==> src/rtl/alu_control_seq.sv <==
// Registered ALU control decoder: 1-cycle decode latency, MUL/DIV hold ALUCtrl for N cycles.
// Backpressure: InReady drops while a multi-cycle op is busy; Flush aborts it, Reset wins over all.
module alu_control_seq #(
  parameter int OPC_W      = 4,
  parameter int FUNCT_W    = 2,
  parameter int CTRL_W     = 4,
  parameter int MUL_CYCLES = 4,
  parameter int DIV_CYCLES = 16
) (
  input  logic               Clock,
  input  logic               Reset,
  input  logic [1:0]         ALUOp,
  input  logic [OPC_W-1:0]   Opcode,
  input  logic [FUNCT_W-1:0] Funct,
  input  logic               InValid,
  input  logic               Flush,
  output logic               InReady,
  output logic [CTRL_W-1:0]  ALUCtrl,
  output logic               CtrlValid,
  output logic               MultiCycle,
  output logic               Busy,
  output logic               Done,
  output logic               Illegal
);

  localparam int MAX_CYC = (MUL_CYCLES > DIV_CYCLES) ? MUL_CYCLES : DIV_CYCLES;
  localparam int CNT_W   = (MAX_CYC > 1) ? $clog2(MAX_CYC) : 1;

  typedef enum logic {IDLE, BUSY} state_t;

  state_t              state_q;
  logic [CNT_W-1:0]    cnt_q;
  logic [CTRL_W-1:0]   alu_ctrl_q;
  logic                ctrl_valid_q;
  logic                multi_q;
  logic                busy_q;
  logic                done_q;
  logic                illegal_q;

  logic [CTRL_W-1:0]   ctrl_d;
  logic                illegal_d;
  logic                multi_d;
  logic [CNT_W-1:0]    cnt_d;
  logic                accept;

  always_comb begin
    ctrl_d    = '0;
    illegal_d = 1'b1;
    multi_d   = 1'b0;
    cnt_d     = '0;
    case (ALUOp)
      2'b00: begin ctrl_d = CTRL_W'(4'b0100); illegal_d = 1'b0; end
      2'b01: begin ctrl_d = CTRL_W'(4'b1100); illegal_d = 1'b0; end
      2'b10: begin
        case (Opcode)
          OPC_W'(0): begin
            if (Funct == FUNCT_W'(0))      begin ctrl_d = CTRL_W'(4'b0000); illegal_d = 1'b0; end
            else if (Funct == FUNCT_W'(1)) begin ctrl_d = CTRL_W'(4'b0010); illegal_d = 1'b0; end
            else if (Funct == FUNCT_W'(2)) begin ctrl_d = CTRL_W'(4'b0011); illegal_d = 1'b0; end
          end
          OPC_W'(1): begin
            if (Funct == FUNCT_W'(0))      begin ctrl_d = CTRL_W'(4'b0100); illegal_d = 1'b0; end
            else if (Funct == FUNCT_W'(1)) begin ctrl_d = CTRL_W'(4'b1100); illegal_d = 1'b0; end
          end
          OPC_W'(2): begin
            if (Funct == FUNCT_W'(0))      begin ctrl_d = CTRL_W'(4'b0110); illegal_d = 1'b0; end
            else if (Funct == FUNCT_W'(1)) begin ctrl_d = CTRL_W'(4'b0111); illegal_d = 1'b0; end
          end
          OPC_W'(3): begin
            // Counter is loaded with N-1 so Busy stays up for exactly N cycles.
            if (Funct == FUNCT_W'(0)) begin
              ctrl_d = CTRL_W'(4'b1000); illegal_d = 1'b0; multi_d = 1'b1;
              cnt_d  = CNT_W'(MUL_CYCLES - 1);
            end else if (Funct == FUNCT_W'(1)) begin
              ctrl_d = CTRL_W'(4'b1001); illegal_d = 1'b0; multi_d = 1'b1;
              cnt_d  = CNT_W'(DIV_CYCLES - 1);
            end
          end
          default: ;
        endcase
      end
      2'b11: begin
        case (Opcode)
          OPC_W'(9):  begin ctrl_d = CTRL_W'(4'b0100); illegal_d = 1'b0; end
          OPC_W'(10): begin ctrl_d = CTRL_W'(4'b1100); illegal_d = 1'b0; end
          OPC_W'(11): begin ctrl_d = CTRL_W'(4'b0001); illegal_d = 1'b0; end
          default: ;
        endcase
      end
    endcase
  end

  assign accept = InValid && (state_q == IDLE) && !Flush;

  always_ff @(posedge Clock) begin
    if (Reset) begin
      state_q      <= IDLE;
      cnt_q        <= '0;
      alu_ctrl_q   <= '0;
      ctrl_valid_q <= 1'b0;
      multi_q      <= 1'b0;
      busy_q       <= 1'b0;
      done_q       <= 1'b0;
      illegal_q    <= 1'b0;
    end else begin
      ctrl_valid_q <= 1'b0;
      illegal_q    <= 1'b0;
      done_q       <= 1'b0;
      case (state_q)
        IDLE: begin
          if (accept) begin
            alu_ctrl_q   <= ctrl_d;
            illegal_q    <= illegal_d;
            multi_q      <= multi_d;
            ctrl_valid_q <= 1'b1;
            if (multi_d) begin
              state_q <= BUSY;
              busy_q  <= 1'b1;
              cnt_q   <= cnt_d;
            end
          end
        end
        BUSY: begin
          if (Flush) begin
            state_q <= IDLE;
            busy_q  <= 1'b0;
            multi_q <= 1'b0;
            cnt_q   <= '0;
          end else if (cnt_q == '0) begin
            state_q <= IDLE;
            busy_q  <= 1'b0;
            done_q  <= 1'b1;
          end else begin
            cnt_q <= cnt_q - CNT_W'(1);
          end
        end
      endcase
    end
  end

  assign InReady    = (state_q == IDLE);
  assign ALUCtrl    = alu_ctrl_q;
  assign CtrlValid  = ctrl_valid_q;
  assign MultiCycle = multi_q;
  assign Busy       = busy_q;
  assign Done       = done_q;
  assign Illegal    = illegal_q;

endmodule

==> config.mk <==
export PLATFORM = sky130hd
export DESIGN_NAME = alu_control_seq
export DESIGN_NICKNAME = d
export VERILOG_FILES = /design/src/rtl/alu_control_seq.sv
export SDC_FILE = /design/constraint.sdc
export NUM_CORES = 1
export LEC_CHECK = 0
export ABC_CLOCK_PERIOD_IN_PS = 3820
export CAP_MARGIN = 20
export CELL_PAD_IN_SITES_DETAIL_PLACEMENT = 0
export CELL_PAD_IN_SITES_GLOBAL_PLACEMENT = 1
export CORE_UTILIZATION = 37
export DETAILED_ROUTE_END_ITERATION = 10
export MAX_ROUTING_LAYER = met4
export PLACE_DENSITY_LB_ADDON = 0.08
export RECOVER_POWER = 50
export SLEW_MARGIN = 20
export SYNTH_ARGS = -nofsm -noshare
export SYNTH_HDL_FRONTEND = slang
export SYNTH_SLANG_ARGS = --single-unit
==> constraint.sdc <==
create_clock -name Clock -period 3.82 [get_ports Clock]
set_input_delay 0.764 -clock Clock [delete_from_list [all_inputs] [get_ports Clock]]
set_output_delay 0.764 -clock Clock [all_outputs]
set_load 0.03 [all_outputs]
* After elaboration in Yosys (flattened, before gate mapping) *
Cells that the tools add are included.

storage, ports and cells
  input bits = 12
  register bits after elaboration = 14
  output and inout bits = 10

operators by class
  reduce and logical (&&, ||, !) cells = 17
  $add $sub $neg = 1
  multiplexer cells = 48
  bitwise logic cells = 2
  equal/unequal tests = 16

operators by type and width
  kind                 count
  $mux 4               12
  $pmux 4 s4           2
  $mux 1               22
  $eq 4x4->1 const B   3
  $pmux 4 s3           1
  $reduce_or 3->1      4
  $eq 4x2->1 const B   2
  $logic_not 4->1      2
  $pmux 1 s2           4
  $pmux 4 s2           1
  $eq 2x2->1 const B   3
  $mux 2               3
  $mux 3               2
  $reduce_and 3->1     2
  $eq 2x1->1 const B   2
  $eq 4x1->1 const B   1
  $logic_not 2->1      2
  $ne 2x1->1 const B   2
  $reduce_and 2->1     2
  $reduce_or 2->1      2
  $sub 4x1->4 const B  1
  $ne 3x2->1 const B   1
  $ne 3x3->1 const B   1
  $pmux 1 s3           1
  other kinds (4)      6

* Logic depth before layout (Yosys ltp) *
Gate-level depths: netlist (run 1).

  depth in word-level cells = 8
  mapped depth = 6
  mapped depth without buffers = 6

* Least setup slack after synthesis (run 1) *
Ideal clock, no wire load.

  path type = input to register
  start = input port Funct[1]
  end = register cnt_q[3]
  setup time = 0.096 ns
  arrival time = 2.058 ns
  data required time = 3.724 ns
  stages = 6
  path buffers = 0
  path slack = 1.666 ns
  cell sequence = inv_1 > ha_1 > o21bai_1 > nor4b_4 > or4b_2 > o41ai_2

between the ends
  cells in the longest elaborated chain, start to end = 8
  elaborated cells on any way between the ends = 15
  classes of those cells = eq/ne (2); mux (11); reduce/logical (2)

ends and longest elaborated chain
  element                 line  RTL
  start: declaration      14    input logic [FUNCT_W-1:0] Funct,
  $eq 2x1->1              74    end else if (Funct == FUNCT_W'(1)) begin
  $mux 4                  74
  $mux 4                  71    if (Funct == FUNCT_W'(0)) begin
  $mux 4                  55    case (Opcode)
  $mux 4                  51    case (ALUOp)
  $mux 4                  116   if (multi_d) begin
  $mux 4                  111   if (accept) begin
  $pmux 4 s2              109   case (state_q)
  end signal: assignment  119   cnt_q <= cnt_d;
  end signal: assignment  134   cnt_q <= cnt_q - CNT_W'(1);
  end: declaration        32    logic [CNT_W-1:0] cnt_q;

Parallel ways exist; a longest one is shown, timed or not. The select of a mux whose other input is x is not followed.
A chain may end at the register's enable or synchronous reset.

* Worst setup path after layout (run 1) *
Same ends and word-level chain as after synthesis.

==> summary.md, run 1 <==
| Metric | Value |
|---|---|
| CTS resizes | 0 |
| Worst path max stage delay | 630 ps |
| Most frequent cells after synthesis | 14 x dfxtp_1, 14 x nor2_1, 9 x inv_1, 9 x nand2_1 |
| R2r setup slk | 1900 ps |
| Via/cell ratio | 5.253 |
| Final Slew Violations | 0 |
| Synth area leaders | dfxtp_1 31%, ha_1 8.4%, nor2_1 5.9%, a21oi_1 3.9%, o21ai_0 3.9% |
| Worst-path clk slew | 90 ps |
| Hold Path Class | reg -> reg |
| # port buffers | 21 |
| Min Hold Slack | 474.0 ps |
| Leak Pwr | 0.4668 nW |
| Crit Reg-Reg Startpoint | state_q |
| Startpoint class of the critical path | input pin |
| Slowest CP cell | or4b_2 |
| Status | finished, final reports clean |
| Asr flop ratio synth | 0% |
| Total GRT Usage | 17.33% |
| Die ar. | 2611 sq um |
| Total number of vias | 830 |
| DR DRC count | 0 |
| Cts bufs inserted | 3 |
| Total grt overflow | 0 |
| Syn Area/Cell | 8.110 sq um |
| Critical Path RT | 4010 ps |
| Crit. Startpoint | Funct[1] |
| Core Box Area | 2233 sq um |
| Syn nets | 128 |
| Count of different cell masters after synthesis | 38 |
| Worst-path maximum fanout | 6 |
| Largest net degree at the start of global routing | 14 |
| CTS tree | built |
| Area Growth Syn to Fin | 28.61% |
| FF-to-FF path depth | 4 |
| Post-synth top flop | dfxtp_1 |
| Min Clock Period, post-route | 2574 ps |
| Initial core utilization | 39.94% |
| Nets | 149 |
| Dpl hpwl | 1524 microns |
| Chip Height | 51.10 microns |
| First-pass GRT wire length | 3318 microns |
| DRT iter0 DRCs | 13 |
| RePlAce Congestion | 0.8305 |
| Unrepaired setup endpoints after global routing | false |
| Number of setup buffers added after CTS | 0 |
| Slew HR | 53.54% |
| Seq cells post-synth | 14 |
| Max-Cap Viols | 0 |
| CTS Root Cell | clkbuf_4 |
| Post-Syn Area | 892.1 sq um |
| Syn Inst Count | 110 |
| Reg2reg end | cnt_q[2] |
| Setup crit end | cnt_q[3] |
| Arr. time, crit path | 2760 ps |
| Sw Ratio | 25.92% |
| Maximum VDD drop | 0.0001260 V |
| Die X | 51.10 microns |
| Layout Skew | 3.089 ps |
| Count of hold buffers inserted by post-cts repair | 0 |
| Routed len/inst | 12.26 microns |
| Pwr/cell area | 270.6 nW/um^2 |
| Fin crit share | 67.39% |
| Yosys top cell area share | 31.42% |
| Final worst slack | 1246 ps |
| P_sw | 0.00008049 W |
| Sequential fraction of design power | 48.2% |
| Antenna violations before repair | 0 |
| Setup_tns | 0 ps |
| Row count | 17 |
| Antenna-violating nets left | 0 |
| YS warnings | 0 |
| Final setup viols | 0 |
| Fraction of layout cells with a size suffix above 1 | 9.231% |
| EDFF count, synth | 0 |
| Classification of the worst setup path | in -> reg |
| Top-level I/O count | 22 |
| Detailed Routing Iterations Pass 1 | 4 |
| Slew @ Worst Pin | 695.4 ps |
| Clock Power Share | 34.7% |
| Worst skew pair latency | 280 ps |
| Area leader, netlist | dfxtp_1 |
| H-tree levels | 1 |
| Longest Clk Path Bufs | 2 |
| Sequential element share of the synthesized area | 31.42% |
| Number of global-route vias before repair | 726 |
| Comb pwr share | 17.1% |
| Crit path capture type | flip-flop |
| N_diodes | 0 |
| DRT Wirelength | 1937 microns |
| Final hold violations | 0 |
| Crit-path cells | dlygate4sd3_1 -> inv_1 -> ha_1 -> o21bai_1 -> nor4b_4 -> or4b_2 -> o41ai_2 |
| Internal | 0.0002300 W |
| Clock sink count | 14 |
| F_max | 0.3885 GHz |
| Place WS | 1014 ps |
-- power by group through the flow --
stage          Combinational, W  Clock (W)  Sequential (W)
2_1_floorplan         0.0000248          0        0.000159
3_3_place_gp          0.0000543          0        0.000153
3_5_place_dp          0.0000544          0        0.000153
4_1_cts               0.0000545   0.000111        0.000150
5_1_grt               0.0000585   0.000121        0.000150
6_report              0.0000530   0.000108        0.000150
-- worst min-delay path by stage --
stage | from | endpoint | slack, ps | cells after the start
floorplan | cnt_q[0] | cnt_q[0] | 460 | 2
global placement | MultiCycle | MultiCycle | 470 | 2
detailed placement | MultiCycle | MultiCycle | 460 | 2
CTS | MultiCycle | MultiCycle | 480 | 2
global route | MultiCycle | MultiCycle | 500 | 2
finish | MultiCycle | MultiCycle | 470 | 2
-- critical path: cells and delay by family --
family	cells	cell delay (ps)
fa+ha+maj	1	200
simple gates	2	750
compound gates	2	410
buf+inv	2	640
-- metal layers --
layer	vias to the layer above	wire, microns	track usage, %
met2	20	828	23.46
li1	430	-	-
met5	-	0	-
met3	2	74	3.869
met4	0	10	6.019
met1	378	1023	24.82
-- placed cells by master, fill, tap and decap left out, types with 2 or more instances in the layout --
master / synthesis / final
a211oi_1: 2 / 2
a21oi_1: 7 / 7
a221oi_1: 2 / 2
clkbuf_4: 0 / 3
clkdlybuf4s50_1: 0 / 10
dfxtp_1: 14 / 14
dlygate4sd3_1: 0 / 11
ha_1: 6 / 6
inv_1: 9 / 9
nand2_1: 9 / 9
nand2b_1: 3 / 3
nand3_1: 3 / 3
nor2_1: 14 / 14
nor3_1: 3 / 3
nor3b_1: 2 / 2
o21ai_0: 7 / 7
o22ai_1: 2 / 2
xor2_1: 2 / 2
-- logic make-up (layout without fill, tap and decap cells) --
family | after synthesis | in the layout | synth area share, %
AOI/OAI and AO/OA | 28 | 28 | 21.88
adders and majority gates | 6 | 6 | 8.415
DFF | 14 | 14 | 31.42
and+or+nand+nor | 46 | 46 | 29.59
buffers and inverters | 14 | 34 | 6.731
xor gates and xnor gates | 2 | 2 | 1.964
-- stage by stage --
step / instance area (sq um) / util, % / instances / total power, W
floorplan: 892.1 / - / 110 / 0.0001836
global placement: 1111 / 49.75 / 154 / 0.0002075
detailed placement: 1111 / 49.75 / 154 / 0.0002076
CTS: 1147 / 51.37 / 158 / 0.0003152
global route: 1147 / 51.37 / 158 / 0.0003298
finish: 1147 / 51.37 / 158 / 0.0003105
-- state kept, by name, summed over array words and instances, names as in the netlist --
register and cells:
CtrlValid 1, ALUCtrl 4, cnt_q 4, state_q 1, Illegal 1, MultiCycle 1
Done 1, Busy 1
-- cell type report --
| type | count | area [sq um] |
|---|---|---|
| Clock buffer | 4 | 36.28 |
| Fill cell | 223 | 1086 |
| Inverter | 9 | 33.78 |
| Multi-Input combinational cell | 82 | 551.8 |
| Sequential cell | 14 | 280.3 |
| Tap cell | 28 | 35.03 |
| Timing Repair Buffer | 21 | 210.2 |
(Power assumes the default switching activity.)
==> run 2, diff against run 1 <==
Settings changed: ABC_CLOCK_PERIOD_IN_PS 3820 to 2650, CORE_UTILIZATION 37 to 35.
Clock period 3.82 ns to 2.65 ns, I/O delays scaled along.
==> summary.md, run 2 (same netlist as run 1, synthesis figures left out) <==
| Metric | Value |
|---|---|
| Status | finished, final reports clean (unchanged) |
| CTS tree | built (unchanged) |
| Total grt overflow | 0 (unchanged) |
| Top-level I/O count | 22 (unchanged) |
| Slew HR | 70.86% (was 53.54%) |
| Final Slew Violations | 0 (unchanged) |
| Cts bufs inserted | 3 (unchanged) |
| Layout Skew | 8.293 ps (was 3.089 ps) |
| CTS Root Cell | clkbuf_4 (unchanged) |
| Initial core utilization | 38.83% (was 39.94%) |
| First-pass GRT wire length | 3491 microns (was 3318 microns) |
| Clock sink count | 14 (unchanged) |
| Detailed Routing Iterations Pass 1 | 4 (unchanged) |
| GR Layer Usage met2 | 29.11% (was 23.46%) |
| Largest net degree at the start of global routing | 14 (unchanged) |
| Total GRT Usage | 18.15% (was 17.33%) |
| Slowest CP cell | or4b_2 (unchanged) |
| Unrepaired setup endpoints after global routing | false (unchanged) |
| Worst skew pair latency | 280 ps (about the same) |
| Area Growth Syn to Fin | 33.66% (was 28.61%) |
| Total number of vias | 854 (was 830) |
| Row count | 17 (unchanged) |
| Clock Power Share | 34.4% (was 34.7%) |
| Final setup viols | 0 (unchanged) |
| P_sw | 0.0001197 W (was 0.00008049 W) |
| Buf+Inv Stages, Crit Path | 2 (unchanged) |
| Count of hold buffers inserted by post-cts repair | 0 (unchanged) |
| Commonest non-fill, non-tap cells in the layout | 14 x dfxtp_1, 14 x nor2_1, 11 x clkdlybuf4s50_1 (was 14 x dfxtp_1, 14 x nor2_1, 11 x dlygate4sd3_1) |
| F_max | 0.4266 GHz |
| Core Box Area | 2297 sq um (was 2233 sq um) |
| Chip Height | 52.49 microns (was 51.10 microns) |
| Startpoint class of the critical path | input pin (unchanged) |
| Hold Path Class | reg -> reg (unchanged) |
| # port buffers | 21 (unchanged) |
| Met1 Track Usage GR | 22.51% (was 24.82%) |
| Routed len/inst | 12.75 microns (was 12.26 microns) |
| Classification of the worst setup path | in -> reg (unchanged) |
| Slew @ Worst Pin | 433.1 ps (was 695.4 ps) |
| Critical Path RT | 2840 ps (was 4010 ps) |
| Worst-path clk slew | 90 ps (about the same) |
| CTS resizes | 0 (unchanged) |
| Worst-path maximum fanout | 6 (unchanged) |
| Antenna-violating nets left | 0 (unchanged) |
| Number of global-route vias before repair | 797 (was 726) |
| Dpl hpwl | 1697 microns (was 1524 microns) |
| Number of setup buffers added after CTS | 0 (unchanged) |
| H-tree levels | 1 (unchanged) |
| Most Crowded Layer GR | met2 (was met1) |
| Min Hold Slack | 481.6 ps (was 474.0 ps) |
| Comb pwr share | 18.4% (was 17.1%) |
| Worst path max stage delay | 630 ps (about the same) |
| Sequential fraction of design power | 47.2% (was 48.2%) |
| Top delay family on crit path | simple AND/OR/NAND/NOR gates (unchanged) |
| Min Clock Period, post-route | 2344 ps |
| Internal | 0.0003374 W (was 0.0002300 W) |
| DRT iter0 DRCs | 17 (was 13) |
| Final hold violations | 0 (unchanged) |
| Crit path capture type | flip-flop (unchanged) |
| Leak Pwr | 0.4932 nW (was 0.4668 nW) |
| Via/cell ratio | 5.176 (was 5.253) |
| R2r setup slk | 800 ps (was 1900 ps) |
| Die X | 52.49 microns (was 51.10 microns) |
| Fin crit share | 88.45% |
| Setup_tns | 0 ps (unchanged) |
| N_diodes | 0 (unchanged) |
| Grt met3 use | 4.348% (was 3.869%) |
| DR DRC count | 0 (unchanged) |
| Max-Cap Viols | 0 (unchanged) |
| Antenna violations before repair | 0 (unchanged) |
| Crit-path cells | dlygate4sd3_1 -> inv_1 -> ha_1 -> o21bai_1 -> nor4b_4 -> or4b_2 -> o41ai_2 (unchanged) |
| Pwr Total | 0.0004571 W (was 0.0003105 W) |
| Arr. time, crit path | 2540 ps (was 2760 ps) |
| Die ar. | 2755 sq um (was 2611 sq um) |
| DRT Wirelength | 2103 microns (was 1937 microns) |
| Maximum VDD drop | 0.0002973 V (was 0.0001260 V) |
| Sw Ratio | 26.18% (was 25.92%) |
| Nets | 156 (was 149) |
| Longest Clk Path Bufs | 2 (unchanged) |
| Pwr/cell area | 383.4 nW/um^2 (was 270.6 nW/um^2) |
| RePlAce Congestion | 0.8639 (was 0.8305) |
| Fraction of layout cells with a size suffix above 1 | 12.41% (was 9.231%) |
| Fillers | 230 (was 223) |
-- run 2: changes by cell type in the layout (fill, tap and decap cells not counted) --
cell / change
clkbuf_1: +2
buf_4: +5
dlygate4sd3_1: -1
clkdlybuf4s50_1: +1
-- run 2: worst reg2reg max path, delay by kind of cell, from the launching register on --
family,cells,cell delay [ps]
DFF,1,440
AOI/OAI and AO/OA,1,310
and+or+nand+nor,3,1020
-- run 2: layout make-up --
| cell class | count | area (sq um) | area share [%] |
|---|---|---|---|
| well taps | 28 | 35.03 | 2.938 |
| multi-input cells | 82 | 551.8 | 46.28 |
| repair buffers | 28 | 255.2 | 21.41 |
| flip-flops and latches | 14 | 280.3 | 23.50 |
| clock buffers | 4 | 36.28 | 3.043 |
| inverters | 9 | 33.78 | 2.833 |
-- run 2: final timing paths --
path,startpoint,end,cells after the start
hold / removal,MultiCycle,MultiCycle,2
setup reg to reg,state_q,cnt_q[3],4
setup / recovery,Funct[1],cnt_q[3],7
hold reg to reg,MultiCycle,MultiCycle,2
-- run 2: per-layer routing --
metal | share of wire, % | vias up | routed length (microns)
met3 | 3.5 | 2 | 73
li1 | - | 447 | -
met5 | 0 | - | 0
met1 | 50 | 388 | 1056
met4 | 0.95 | 0 | 20
met2 | 45 | 17 | 953
-- run 2: power by group through the flow --
stage                     Sequential [W]  Clock (W)  Combinational, W
after floorplan                 0.000229          0         0.0000358
after global placement          0.000221          0         0.0000866
after detailed placement        0.000221          0         0.0000872
after CTS                       0.000216   0.000161         0.0000876
after global routing            0.000216   0.000169         0.0000933
final                           0.000216   0.000157         0.0000843
-- run 2: metrics by stage --
stage	instances	util, %	setup WS (ps)	area, sq um
floorplan	110	-	729.9	892.1
global placement	161	50.65	139.4	1164
detailed placement	161	50.65	71.48	1164
CTS	165	52.23	365.1	1200
global route	165	51.91	188.6	1192
finish	165	51.91	306.1	1192
==> run 3, diff against run 2 <==
Settings changed: CORE_ASPECT_RATIO set to 1.1.
==> summary.md, run 3 (same netlist as run 1, synthesis figures left out) <==
| Metric | Value |
|---|---|
| DRT Wirelength | 2052 microns (was 2103 microns) |
| Worst-path clk slew | 90 ps (about the same) |
| Commonest non-fill, non-tap cells in the layout | 14 x dfxtp_1, 14 x nor2_1, 11 x clkdlybuf4s50_1 (unchanged) |
| F_max | 0.4414 GHz (was 0.4266 GHz) |
| Antenna violations before repair | 0 (unchanged) |
| Final setup viols | 0 (unchanged) |
| Max-Cap Viols | 0 (unchanged) |
| Worst skew pair latency | 280 ps (about the same) |
| Detailed Routing Iterations Pass 1 | 4 (unchanged) |
| Pwr/cell area | 357.3 nW/um^2 (was 383.4 nW/um^2) |
| Count of hold buffers inserted by post-cts repair | 0 (unchanged) |
| Total number of vias | 864 (was 854) |
| Number of global-route vias before repair | 772 (was 797) |
| Setup_tns | 0 ps (unchanged) |
| Top-level I/O count | 22 (unchanged) |
| Min Hold Slack | 475.7 ps (was 481.6 ps) |
| Crit Reg-Reg Startpoint | state_q (unchanged) |
| Total grt overflow | 0 (unchanged) |
| CTS Root Cell | clkbuf_4 (unchanged) |
| Startpoint class of the critical path | input pin (unchanged) |
| Die X | 50.14 microns (was 52.49 microns) |
| Hold path depth | 2 (unchanged) |
| Longest Clk Path Bufs | 2 (unchanged) |
| FF-to-FF path depth | 4 (unchanged) |
| HP Start | MultiCycle (unchanged) |
| Via/cell ratio | 5.205 (was 5.176) |
| Hold Path Class | reg -> reg (unchanged) |
| Status | finished, final reports clean (unchanged) |
| Layout Skew | 8.127 ps (was 8.293 ps) |
| Unrepaired setup endpoints after global routing | false (unchanged) |
| Worst Hold End | MultiCycle (unchanged) |
| Arr. time, crit path | 2460 ps (was 2540 ps) |
| Crit path capture type | flip-flop (unchanged) |
| # port buffers | 21 (unchanged) |
| Fillers | 224 (was 230) |
| Leak Pwr | 0.4860 nW (was 0.4932 nW) |
| Fin crit share | 85.50% (was 88.45%) |
| Dpl hpwl | 1584 microns (was 1697 microns) |
| CTS tree | built (unchanged) |
| Final hold violations | 0 (unchanged) |
| Critical Path RT | 2840 ps (about the same) |
| Core Box Area | 2320 sq um (was 2297 sq um) |
| Worst-path maximum fanout | 6 (unchanged) |
| Final Slew Violations | 0 (unchanged) |
| Slew @ Worst Pin | 420.5 ps (was 433.1 ps) |
| Slew HR | 71.85% (was 70.86%) |
| R2r setup slk | 770 ps (was 800 ps) |
| CTS resizes | 0 (unchanged) |
| Routed len/inst | 12.36 microns (was 12.75 microns) |
| Classification of the worst setup path | in -> reg (unchanged) |
| Area Growth Syn to Fin | 32.40% (was 33.66%) |
| Row count | 18 (was 17) |
| Reg2reg end | cnt_q[3] (unchanged) |
| Clock sink count | 14 (unchanged) |
| Chip Height | 54.95 microns (was 52.49 microns) |
| Total GRT Usage | 16.80% (was 18.15%) |
| N_diodes | 0 (unchanged) |
| Maximum VDD drop | 0.0002144 V (was 0.0002973 V) |
| Nets | 156 (unchanged) |
| FF/Latch Area | 280.3 sq um (unchanged) |
| Cts bufs inserted | 3 (unchanged) |
| Die ar. | 2755 sq um (about the same) |
| Largest net degree at the start of global routing | 14 (unchanged) |
| First-pass GRT wire length | 3339 microns (was 3491 microns) |
| Min Clock Period, post-route | 2266 ps (was 2344 ps) |
| DR DRC count | 0 (unchanged) |
| Initial core utilization | 38.46% (was 38.83%) |
| H-tree levels | 1 (unchanged) |
| DRT iter0 DRCs | 16 (was 17) |
| RePlAce Congestion | 0.8110 (was 0.8639) |
| Antenna-violating nets left | 0 (unchanged) |
| Multi-input gate area | 551.8 sq um (unchanged) |
| Fraction of layout cells with a size suffix above 1 | 11.76% (was 12.41%) |
| Number of setup buffers added after CTS | 0 (unchanged) |
## run 3: cell types whose count changed in the layout (fill, tap and decap cells not counted), sizes merged
cell and change:
clkbuf -1
## run 3: layout make-up
type / count / share of cell area [%]
Clock buffer: 3 / 1.907
Inverter: 9 / 2.860
Multi-Input combinational cell: 82 / 46.72
Sequential cell: 14 / 23.73
Tap cell: 30 / 3.178
Timing Repair Buffer: 28 / 21.61
## run 3: power breakdown
group / internal (W) / switching (W)
registers: 0.000214 / 0.00000154
clock network: 0.0000528 / 0.0000699
logic: 0.0000395 / 0.0000441
total: 0.000306 / 0.000116
## run 3: worst max-delay path: stages
cell,delay (ps)
clkdlybuf4s50_1,500
inv_1,70
ha_1,200
o21bai_1,330
nor4b_4,120
or4b_2,630
o41ai_2,70
## run 3: stage by stage
step	cells	utilization, %	power (W)	setup WS [ps]	cell area [sq um]
final	166	50.92	0.0004220	384.4	1181
after floorplan	110	-	0.0002647	729.9	892.1
after global placement	163	50.27	0.0003072	127.8	1166
after CTS	166	51.24	0.0004247	379.4	1189
after global routing	166	50.92	0.0004419	276.9	1181
after detailed placement	163	50.27	0.0003072	91.85	1166
## run 3: per-layer routing
layer / vias up / wire (microns) / track usage [%]
met3: 2 / 84 / 2.459
met1: 398 / 1047 / 21.65
li1: 443 / - / -
met5: - / 0 / -
met4: 0 / 13 / 7.143
met2: 21 / 906 / 26.44
## run 3: worst max-delay path by stage
stage             start       end  slack (ps)  depth (start not counted)
3_3_place_gp   Funct[1]  cnt_q[3]         130                          7
5_1_grt        Funct[1]  cnt_q[3]         280                          7
4_1_cts        Funct[1]  cnt_q[3]         380                          7
3_5_place_dp   Funct[1]  cnt_q[3]          90                          7
2_1_floorplan  Funct[1]  cnt_q[3]         730                          6
6_report       Funct[1]  cnt_q[3]         380                          7
